$ cat src/rtl/msrv32_wb_port_arbiter.sv
// Writeback port arbiter: merges the pipeline writeback with a 2-entry buffer of
// multi-cycle results into the single integer register-file write port.
module msrv32_wb_port_arbiter (
    input  logic        ms_riscv32_mp_clk_in,
    input  logic        ms_riscv32_mp_rst_in,
    input  logic        flush_in,
    input  logic        pipe_wr_en_in,
    input  logic [4:0]  pipe_rd_addr_in,
    input  logic [31:0] pipe_rd_data_in,
    input  logic        mc_valid_in,
    input  logic [4:0]  mc_rd_addr_in,
    input  logic [31:0] mc_rd_data_in,
    output logic        mc_ready_out,
    output logic        stall_out,
    output logic        wr_en_integer_file_out,
    output logic [4:0]  rf_rd_addr_out,
    output logic [31:0] rf_rd_data_out,
    output logic [1:0]  pending_count_out
);

    logic [4:0]  fifo_addr [2];
    logic [31:0] fifo_data [2];
    logic        wr_ptr;
    logic        rd_ptr;
    logic [1:0]  count;
    logic [1:0]  starve;

    logic        empty;
    logic        full;
    logic        push;
    logic        pop;
    logic        pipe_sel;
    logic        sel_valid;
    logic [4:0]  sel_addr;
    logic [31:0] sel_data;
    logic [1:0]  count_next;

    always_comb begin
        empty        = (count == 2'd0);
        full         = (count == 2'd2);
        mc_ready_out = !full;
        stall_out    = (starve == 2'd3) && !empty;
        push         = mc_valid_in && mc_ready_out;
        // A starved FIFO head outranks the pipeline; otherwise the pipeline wins.
        pipe_sel     = !stall_out && pipe_wr_en_in && !flush_in;
        pop          = !pipe_sel && !empty;
        sel_valid    = pipe_sel || pop;
        sel_addr     = pipe_sel ? pipe_rd_addr_in : fifo_addr[rd_ptr];
        sel_data     = pipe_sel ? pipe_rd_data_in : fifo_data[rd_ptr];
        case ({push, pop})
            2'b10:   count_next = count + 2'd1;
            2'b01:   count_next = count - 2'd1;
            default: count_next = count;
        endcase
    end

    always_ff @(posedge ms_riscv32_mp_clk_in) begin
        if (push) begin
            fifo_addr[wr_ptr] <= mc_rd_addr_in;
            fifo_data[wr_ptr] <= mc_rd_data_in;
        end
    end

    always_ff @(posedge ms_riscv32_mp_clk_in) begin
        if (ms_riscv32_mp_rst_in) begin
            wr_ptr                 <= 1'b0;
            rd_ptr                 <= 1'b0;
            count                  <= 2'd0;
            starve                 <= 2'd0;
            wr_en_integer_file_out <= 1'b0;
            rf_rd_addr_out         <= 5'd0;
            rf_rd_data_out         <= 32'd0;
        end else begin
            if (push)
                wr_ptr <= ~wr_ptr;
            if (pop)
                rd_ptr <= ~rd_ptr;
            count <= count_next;

            if (pop || empty)
                starve <= 2'd0;
            else if (starve != 2'd3)
                starve <= starve + 2'd1;

            // x0 writes still consume the slot but never reach the register file.
            if (sel_valid) begin
                wr_en_integer_file_out <= (sel_addr != 5'd0);
                rf_rd_addr_out         <= sel_addr;
                rf_rd_data_out         <= sel_data;
            end else begin
                wr_en_integer_file_out <= 1'b0;
            end
        end
    end

    assign pending_count_out = count;

endmodule

$ cat config.mk
export PLATFORM = sky130hd
export DESIGN_NAME = msrv32_wb_port_arbiter
export DESIGN_NICKNAME = d
export VERILOG_FILES = /design/src/rtl/msrv32_wb_port_arbiter.sv
export SDC_FILE = /design/constraint.sdc
export NUM_CORES = 1
export LEC_CHECK = 0
export CORE_UTILIZATION = 35
export DETAILED_ROUTE_END_ITERATION = 7
export HOLD_SLACK_MARGIN = 0.1
export PLACE_DENSITY = 0.63
export SLEW_MARGIN = 20
export SYNTH_ARGS = -nofsm -noshare
export SYNTH_HDL_FRONTEND = slang
export SYNTH_SLANG_ARGS = --single-unit
$ cat constraint.sdc
create_clock -name ms_riscv32_mp_clk_in -period 1.8 [get_ports ms_riscv32_mp_clk_in]
set_input_delay 0.36 -clock ms_riscv32_mp_clk_in [delete_from_list [all_inputs] [get_ports ms_riscv32_mp_clk_in]]
set_output_delay 0.36 -clock ms_riscv32_mp_clk_in [all_outputs]
set_load 0.1 [all_outputs]
==> summary.md <==
| Metric | Value |
|---|---|
| Count of different cell masters after synthesis | `41` |
| Half-perimeter wire length after detailed placement | `8.54 mm` |
| Antenna-violating nets left | `0` |
| Sequential Area | `3130 um^2` |
| RSZ-0062 raised after global routing | `false` |
| Final cell count without fillers | `709` |
| Post-Syn Nets | `462` |
| Worst setup slack after layout | `61.2 ps` |
| Mapped Area | `5000 um^2` |
| Worst Setup Start Kind | `flip-flop` |
| Data required time at the worst endpoint | `1440 ps` |
| Detailed-routing iteration count for the pre-antenna-repair pass | `4` |
| Maximum buffer depth of the clock tree | `2` |
| Sum of internal, switching and leakage power | `13.1 mW` |
| Met1 global-route usage | `22.0%` |
| Final Max Slew Viols | `0` |
| Clock sink total | `119` |
| Die outline height | `122 um` |
| Total global routing overflow | `0` |
| Clock tree from TritonCTS | `done` |
| End point of the worst hold path | `starve[0]` |
| Maximum clock skew at final layout | `8.11 ps` |
| Synthesized instance count | `381` |
| Layout cell share with drive strength beyond 1 | `27.0%` |
| Met2 Resource Use GR | `31.6%` |
| Cell with the largest stage delay on the worst path | `dfxtp_2` |
| Pin count of the biggest net entering global routing | `31` |
| Sum of buffers and inverters on the critical path | `3` |
| CTS H-tree lvls | `4` |
| Power Dens Cells | `1700 nW/um^2` |
| Longest individual stage delay on the worst path | `320 ps` |
| Multi-input logic area | `1740 um^2` |
| VDD IR max | `865 uV` |
| Start point of the worst min-delay path | `starve[0]` |
| Worst hold-check slack | `418 ps` |
| Depth of the worst hold-timing path | `1` |
| Setup WS pre-CTS | `-288 ps` |
| Number of DRC markers in iteration 0 | `186` |
| Critical Path Sink Type | `primary output` |
| Highest clock frequency the design can meet | `0.575 GHz` |
| Width of the die | `122 um` |
| Number of cells after detailed placement | `675` |
| Io pins | `121` |
| Max-cap violations | `0` |
| Synthesis-to-layout area growth | `53.6%` |
| Worst Max-Slew Pin Slew | `571 ps` |
| Register-to-register setup slack | `120 ps` |
| Diodes inserted | `0` |
| Max Fanout on Critical Path | `3` |
| Drt total wl | `12.5 mm` |
| Gr busiest metal | `met2` |
| Yosys reg bits | `119` |
| Fill cells | `1,140` |
| Clock transition at the registers of the reported paths | `50 ps` |
| Worst min-delay path class | `flip-flop to flip-flop` |
| Number of nets in the layout | `597` |
| Total clock buffers created by CTS | `17` |
| Hold violation total from the final report | `0` |
| First-pass GRT wire length | `20.3 mm` |
| Relative slew margins | `61.9%` |
| Routed wire length per instance | `17.6 um` |
| Reg-to-reg critical path endpoint | `rf_rd_data_out[14]` |
| Post-synthesis sequential area ratio | `62.4%` |
| Number of buffers inserted for hold repair after clock tree synthesis | `0` |
| Min cycle time layout | `1740 ps` |
| Overall fraction of global-route tracks in use | `18.3%` |
| Mapped Avg Cell Area | `13.1 um^2` |
| Number of remaining DRC errors | `0` |
| Classification of the worst setup path | `flip-flop to primary output` |
| Cells along the critical path | `ha_2 -> buf_4 -> o21ai_4 -> inv_6 -> buf_12` |
| Synth warn | `0` |
| Final setup fails | `0` |
| Port Buffers | `120` |
| R2R Path Start | `starve[0]` |
| Static leakage | `2.78 nW` |
| Cells on worst reg2reg path | `7` |
| Total die area | `14,800 um^2` |
| Vias/cell | `5.18` |
| Crit share post-route | `96.6%` |
| Via count of the first global-routing pass | `3,938` |
| Clk_lat worst skew | `400 ps` |
| Signal arrival time at the worst endpoint | `1380 ps` |
| Area inside the core boundary | `13,900 um^2` |
| Status | `finished clean` |
| DR vias | `3,673` |
| Clock Tree Root | `clkbuf_16` |
| Global placer's final weighted congestion | `0.733` |
| Number of antenna violations at the first check in global routing | `0` |
| Starting density of the core | `35.9%` |
| Number of core rows | `43` |
| Crit-path leading delay family | `buffers and inverters` |
| GRT met3 Usage | `4.68%` |
[per-stage QoR]
stage | instance area, um^2 | util [%] | TNS (ps)
after floorplan | 5050 | - | -12140
final | 7690 | 55.2 | 0
after detailed placement | 7050 | 50.6 | -7620
after global routing | 7690 | 55.2 | 0
after CTS | 7680 | 55.1 | 0
after global placement | 7050 | 50.6 | -5860
[kinds of logic after synthesis]
family / Yosys count / synth area share, %
DFF: 119 / 62.4
and+or+nand+nor: 99 / 13.0
AOI/OAI and AO/OA: 85 / 12.1
buffers and inverters: 37 / 3.68
muxes: 37 / 7.98
xor gates and xnor gates: 2 / 0.350
adders and majority gates: 2 / 0.500
[power by group]
group / total (mW) / internal, mW / switching [mW]
Combinational: 5.61 / 2.22 / 3.38
Sequential: 4.02 / 3.52 / 0.496
Clock: 3.47 / 2.31 / 1.15
[how the worst max path moves through the flow]
stage / startpoint / end / slack [ps] / cells after the start
after global placement: pipe_wr_en_in / pending_count_out[1] / -310 / 7
after CTS: starve[0] / stall_out / 20 / 5
after detailed placement: pipe_wr_en_in / pending_count_out[1] / -290 / 7
final: starve[0] / stall_out / 60 / 5
after global routing: starve[0] / stall_out / 5 / 5
after floorplan: pending_count_out[0] / fifo_addr[0][0] / -260 / 4
[cell usage after synthesis, drive strengths merged]
cell	number	area (um^2)
a21bo	1	10.0
a21oi	28	140
a32o	14	140
a32oi	23	201
and3	1	6.26
and3b	23	201
buf	22	128
clkbuf	13	48.8
dfxtp	45	901
edfxtp	74	2220
ha	2	25.0
inv	2	7.50
mux2	23	259
mux2i	14	140
nand2	1	3.75
nand2b	2	15.0
nand3	23	115
nand3b	1	7.51
nand4	1	6.26
nor2	6	25.0
nor2b	15	93.8
nor3	2	10.0
nor3b	2	15.0
nor4	2	18.8
nor4b	2	17.5
o211a	1	10.0
o21ai	17	96.4
o22ai	1	6.26
or2	1	6.26
or3	16	100
or3b	1	8.76
xnor2	1	8.76
xor2	1	8.76
[cell usage in the layout, fill, tap and decap left out, drive strengths merged, types with 2 or more instances in the layout]
cell type,n
nand2b,2
clkdlybuf4s50,77
clkinvlp,4
nor4,2
nor4b,2
clkbuf,20
nor2b,15
edfxtp,74
nand3,23
a21oi,28
mux2,23
ha,2
nor3b,2
and3b,23
bufinv,4
dfxtp,45
clkinv,5
inv,2
or3,16
nor2,6
nor3,2
a32o,14
buf,73
o21ai,17
a32oi,23
mux2i,14
[final cells by class]
| type | instances | share of cell area, % |
|---|---|---|
| clock inverters | 12 | 2.31 |
| well taps | 180 | 2.93 |
| repair buffers | 150 | 25.4 |
| inverters | 2 | 0.212 |
| flip-flops and latches | 119 | 40.8 |
| clock buffers | 20 | 5.68 |
| repair inverters | 1 | 0.0488 |
| multi-input cells | 225 | 22.6 |
[registers in the layout, summed over array words and instances (netlist names), named ones only]
register and flops:
wr_en_integer_file_out 1, rd_ptr 1, fifo_addr 10, starve 2
fifo_data 64, rf_rd_addr_out 5, rf_rd_data_out 32, wr_ptr 1
pending_count_out 2
[routing by layer]
metal | part of all wire [%] | wire (um)
met5 | 0 | 0
met4 | 0.95 | 119
met3 | 5.9 | 731
met2 | 51 | 6320
met1 | 42 | 5290
[what timing repair did]
item,CTS,global route
buffers inserted,1,0
cloned,1,0
gates resized for setup,2,3
setup endpoints to repair,1,2
Note: power is estimated with default switching activity, not from simulation.
==> patch: new RTL, config.mk and constraints unchanged <==
Reset style: asynchronous (`ms_riscv32_mp_rst_in`), changed in one clocked block.
--- a/src/rtl/msrv32_wb_port_arbiter.sv
+++ b/src/rtl/msrv32_wb_port_arbiter.sv
@@ -62,5 +62,5 @@
     end
 
-    always_ff @(posedge ms_riscv32_mp_clk_in) begin
+    always_ff @(posedge ms_riscv32_mp_clk_in or posedge ms_riscv32_mp_rst_in) begin
         if (ms_riscv32_mp_rst_in) begin
             wr_ptr                 <= 1'b0;
Function: differs if ms_riscv32_mp_rst_in is asserted again (counterexample within 4 cycles, from zero or initial values and one cycle with ms_riscv32_mp_rst_in high); with ms_riscv32_mp_rst_in held inactive, the same outputs for 10 cycles.
==> patch against the unedited design <==
  * Count of clock-buffer cells in the layout rose by 4
  * Area after synthesis shrank 7.5%
  * Power is 23% higher
  * First-iteration DRC count shrank 40%
  * Final area decreased by 4.4%
  * Worst setup slack worse by 0.018 ns
  * Final cell count shrank 13%
  * Critical path type unchanged
  * Wire length down 12%
  * Largest cell class unchanged
  * Sequential cell count is 1 lower
==> patch: results (changes against the unedited design) <==
metric;value;unit;change
flip-flop cell with the highest count after synthesis;edfxtp_1;;
Clock Latency Late Sink;0.41;ns;
Clock Root Buffer;clkbuf_16;;
slowest stage delay, CP;0.49;ns;+0.17 ns
via count of the first global-routing pass;3313;;-16%
Critical Path AT;1.40;ns;+0.02 ns
# port buffers;120;;unchanged
R2R Path End;pending_count_out[1];;
Detailed Routing Iterations Pass 1;4;;unchanged
top fanout value on the critical path;3;;unchanged
synthesis-stage register bit count;118;;-0.84%
Reg-to-Reg Start;starve[1];;
Ant. Diodes;0;;unchanged
launching element of the worst setup path;pending_count_out[0];;
timing endpoint of the critical path;stall_out;;
net count after synthesis;364;;-21%
worst-case setup slack after placement;-0.09353;ns;+0.1942 ns
post-route worst setup slack;0.04282;ns;-0.01837 ns
post-detail-place hpwl;7626;um;-11%
wire length of the first global-routing pass;17180;um;-16%
Clock Skews;0.01099;ns;+0.002875 ns
number of cells traversed by the worst register-to-register path;8;;+1
final layout net count;511;;-14%
Initial DRC Count;112;;-40%
master of the slowest instance on the critical path;dfrtp_4;;
DR vias/cell;5.085;;-1.9%
slack of the worst reg-to-reg path;0.06;ns;-0.06 ns
CTS HTree Levels;4;;unchanged
largest net degree at the start of global routing;34;;+9.7%
routed wire length per instance;17.86;um;+1.6%
GRT Total Usage;17.32;%;-0.95 points
maximum ir drop on the vdd rail;1394;uV;+61%
asr flop ratio synth;37.29;%;+37 points
static leakage;0.002870;uW;+3.2%
final estimated routing congestion in global placement;0.7212;;-1.6%
sequential share of the synthesized area;71.80;%;+9.4 points
leading registers by flop count;fifo_data: 64 flops, rf_rd_data_out: 32 flops, fifo_addr: 10 flops;;
count of different cell masters after synthesis;32;;-22%
initial antenna violation count;0;;unchanged
share of post-route cells with drive strength above 1;26.64;%;-0.40 points
Clock Path Buffers;2;;unchanged
list of most frequent post-synthesis cells;edfxtp_1 (74), dfrtp_1 (44), mux2i_1 (37);;
cells taking the most area after synthesis;edfxtp_1 (48%), dfrtp_1 (24%), mux2i_1 (8.0%);;
number of enable flip-flop cells after synthesis;74;;unchanged
number of clock buffers inserted by TritonCTS;17;;unchanged
total setup violations reported at the end of the flow;0;;unchanged
number of synthesis warnings;0;;unchanged
CTS clk-pin slew, worst paths;0.05;ns;about the same
status;complete, no violations;;
max-slew headroom at the worst pin;74.27;%;+12 points
fill count;1009;;-11%
kind of path behind the tightest hold check;in2async;;
==> patch: layer usage <==
metal / wire (um) / part of all wire [%] / global-route usage (%) / up-vias
met5: 0 / 0 / 0 / -
met4: 108 / 0.98 / 6.920 / 0
met3: 638 / 5.8 / 4.789 / 9
met2: 5742 / 52 / 30.02 / 106
met1: 4495 / 41 / 20.43 / 1571
li1: - / - / - / 1441
==> patch: logic make-up (layout without fill, tap and decap cells) <==
kind of cell | Yosys count | count (layout) | share of synthesized area, %
adders and majority gates | 2 | 2 | 0.5406
DFF | 118 | 118 | 71.80
xor gates and xnor gates | 5 | 5 | 0.9464
buffers and inverters | 22 | 182 | 2.568
and+or+nand+nor | 54 | 54 | 6.543
muxes | 37 | 37 | 8.002
AOI/OAI and AO/OA | 45 | 45 | 9.597
==> patch: timing repair <==
item                                    4_1_cts  5_1_grt
pin swaps                                     2        1
setup buffers                                 6        1
endpoints found under the setup margin        1        4
resized for setup                             3        1
hold endpoints to repair                      0        0
hold buffers                                  0        0
==> patch: worst min-delay path by stage <==
stage | start | end | slack, ns
2_1_floorplan | starve[0] | starve[0] | 0.42
3_3_place_gp | starve[0] | starve[0] | 0.43
3_5_place_dp | starve[0] | starve[0] | 0.44
4_1_cts | ms_riscv32_mp_rst_in | rf_rd_data_out[31] | 0.30
5_1_grt | ms_riscv32_mp_rst_in | rf_rd_data_out[31] | 0.31
6_report | ms_riscv32_mp_rst_in | rf_rd_data_out[2] | 0.29
==> patch: critical path, delay by kind of cell (launching register included) <==
kind	cells	cell delay [ns]
flops	1	0.49
compound gates	1	0.15
buf+inv	2	0.36
==> patch: through the flow <==
step / power [uW] / std cells / cell area [um^2] / util, %
2_1_floorplan: 9507 / 283 / 4687 / -
3_5_place_dp: 12800 / 576 / 6699 / 52.44
6_report: 16080 / 615 / 7350 / 57.54
3_3_place_gp: 12660 / 576 / 6699 / 52.44
5_1_grt: 16660 / 615 / 7350 / 57.54
4_1_cts: 16180 / 614 / 7340 / 57.46
==> patch: where the power goes <==
part	total (uW)	internal [uW]	switching [uW]
combinational	8300	3190	5100
sequential	4520	3850	669
clock	3270	2150	1120
==> patch: final cells by class <==
cell class / instances / area (um^2) / area share (%)
clock buffer: 24 / 483.0 / 6.571
clock inverter: 8 / 96.34 / 1.311
inverter: 2 / 21.27 / 0.2894
multi-input combinational: 143 / 1245 / 16.94
sequential: 118 / 3332 / 45.34
tap: 172 / 215.2 / 2.928
timing repair buffer: 148 / 1957 / 26.63
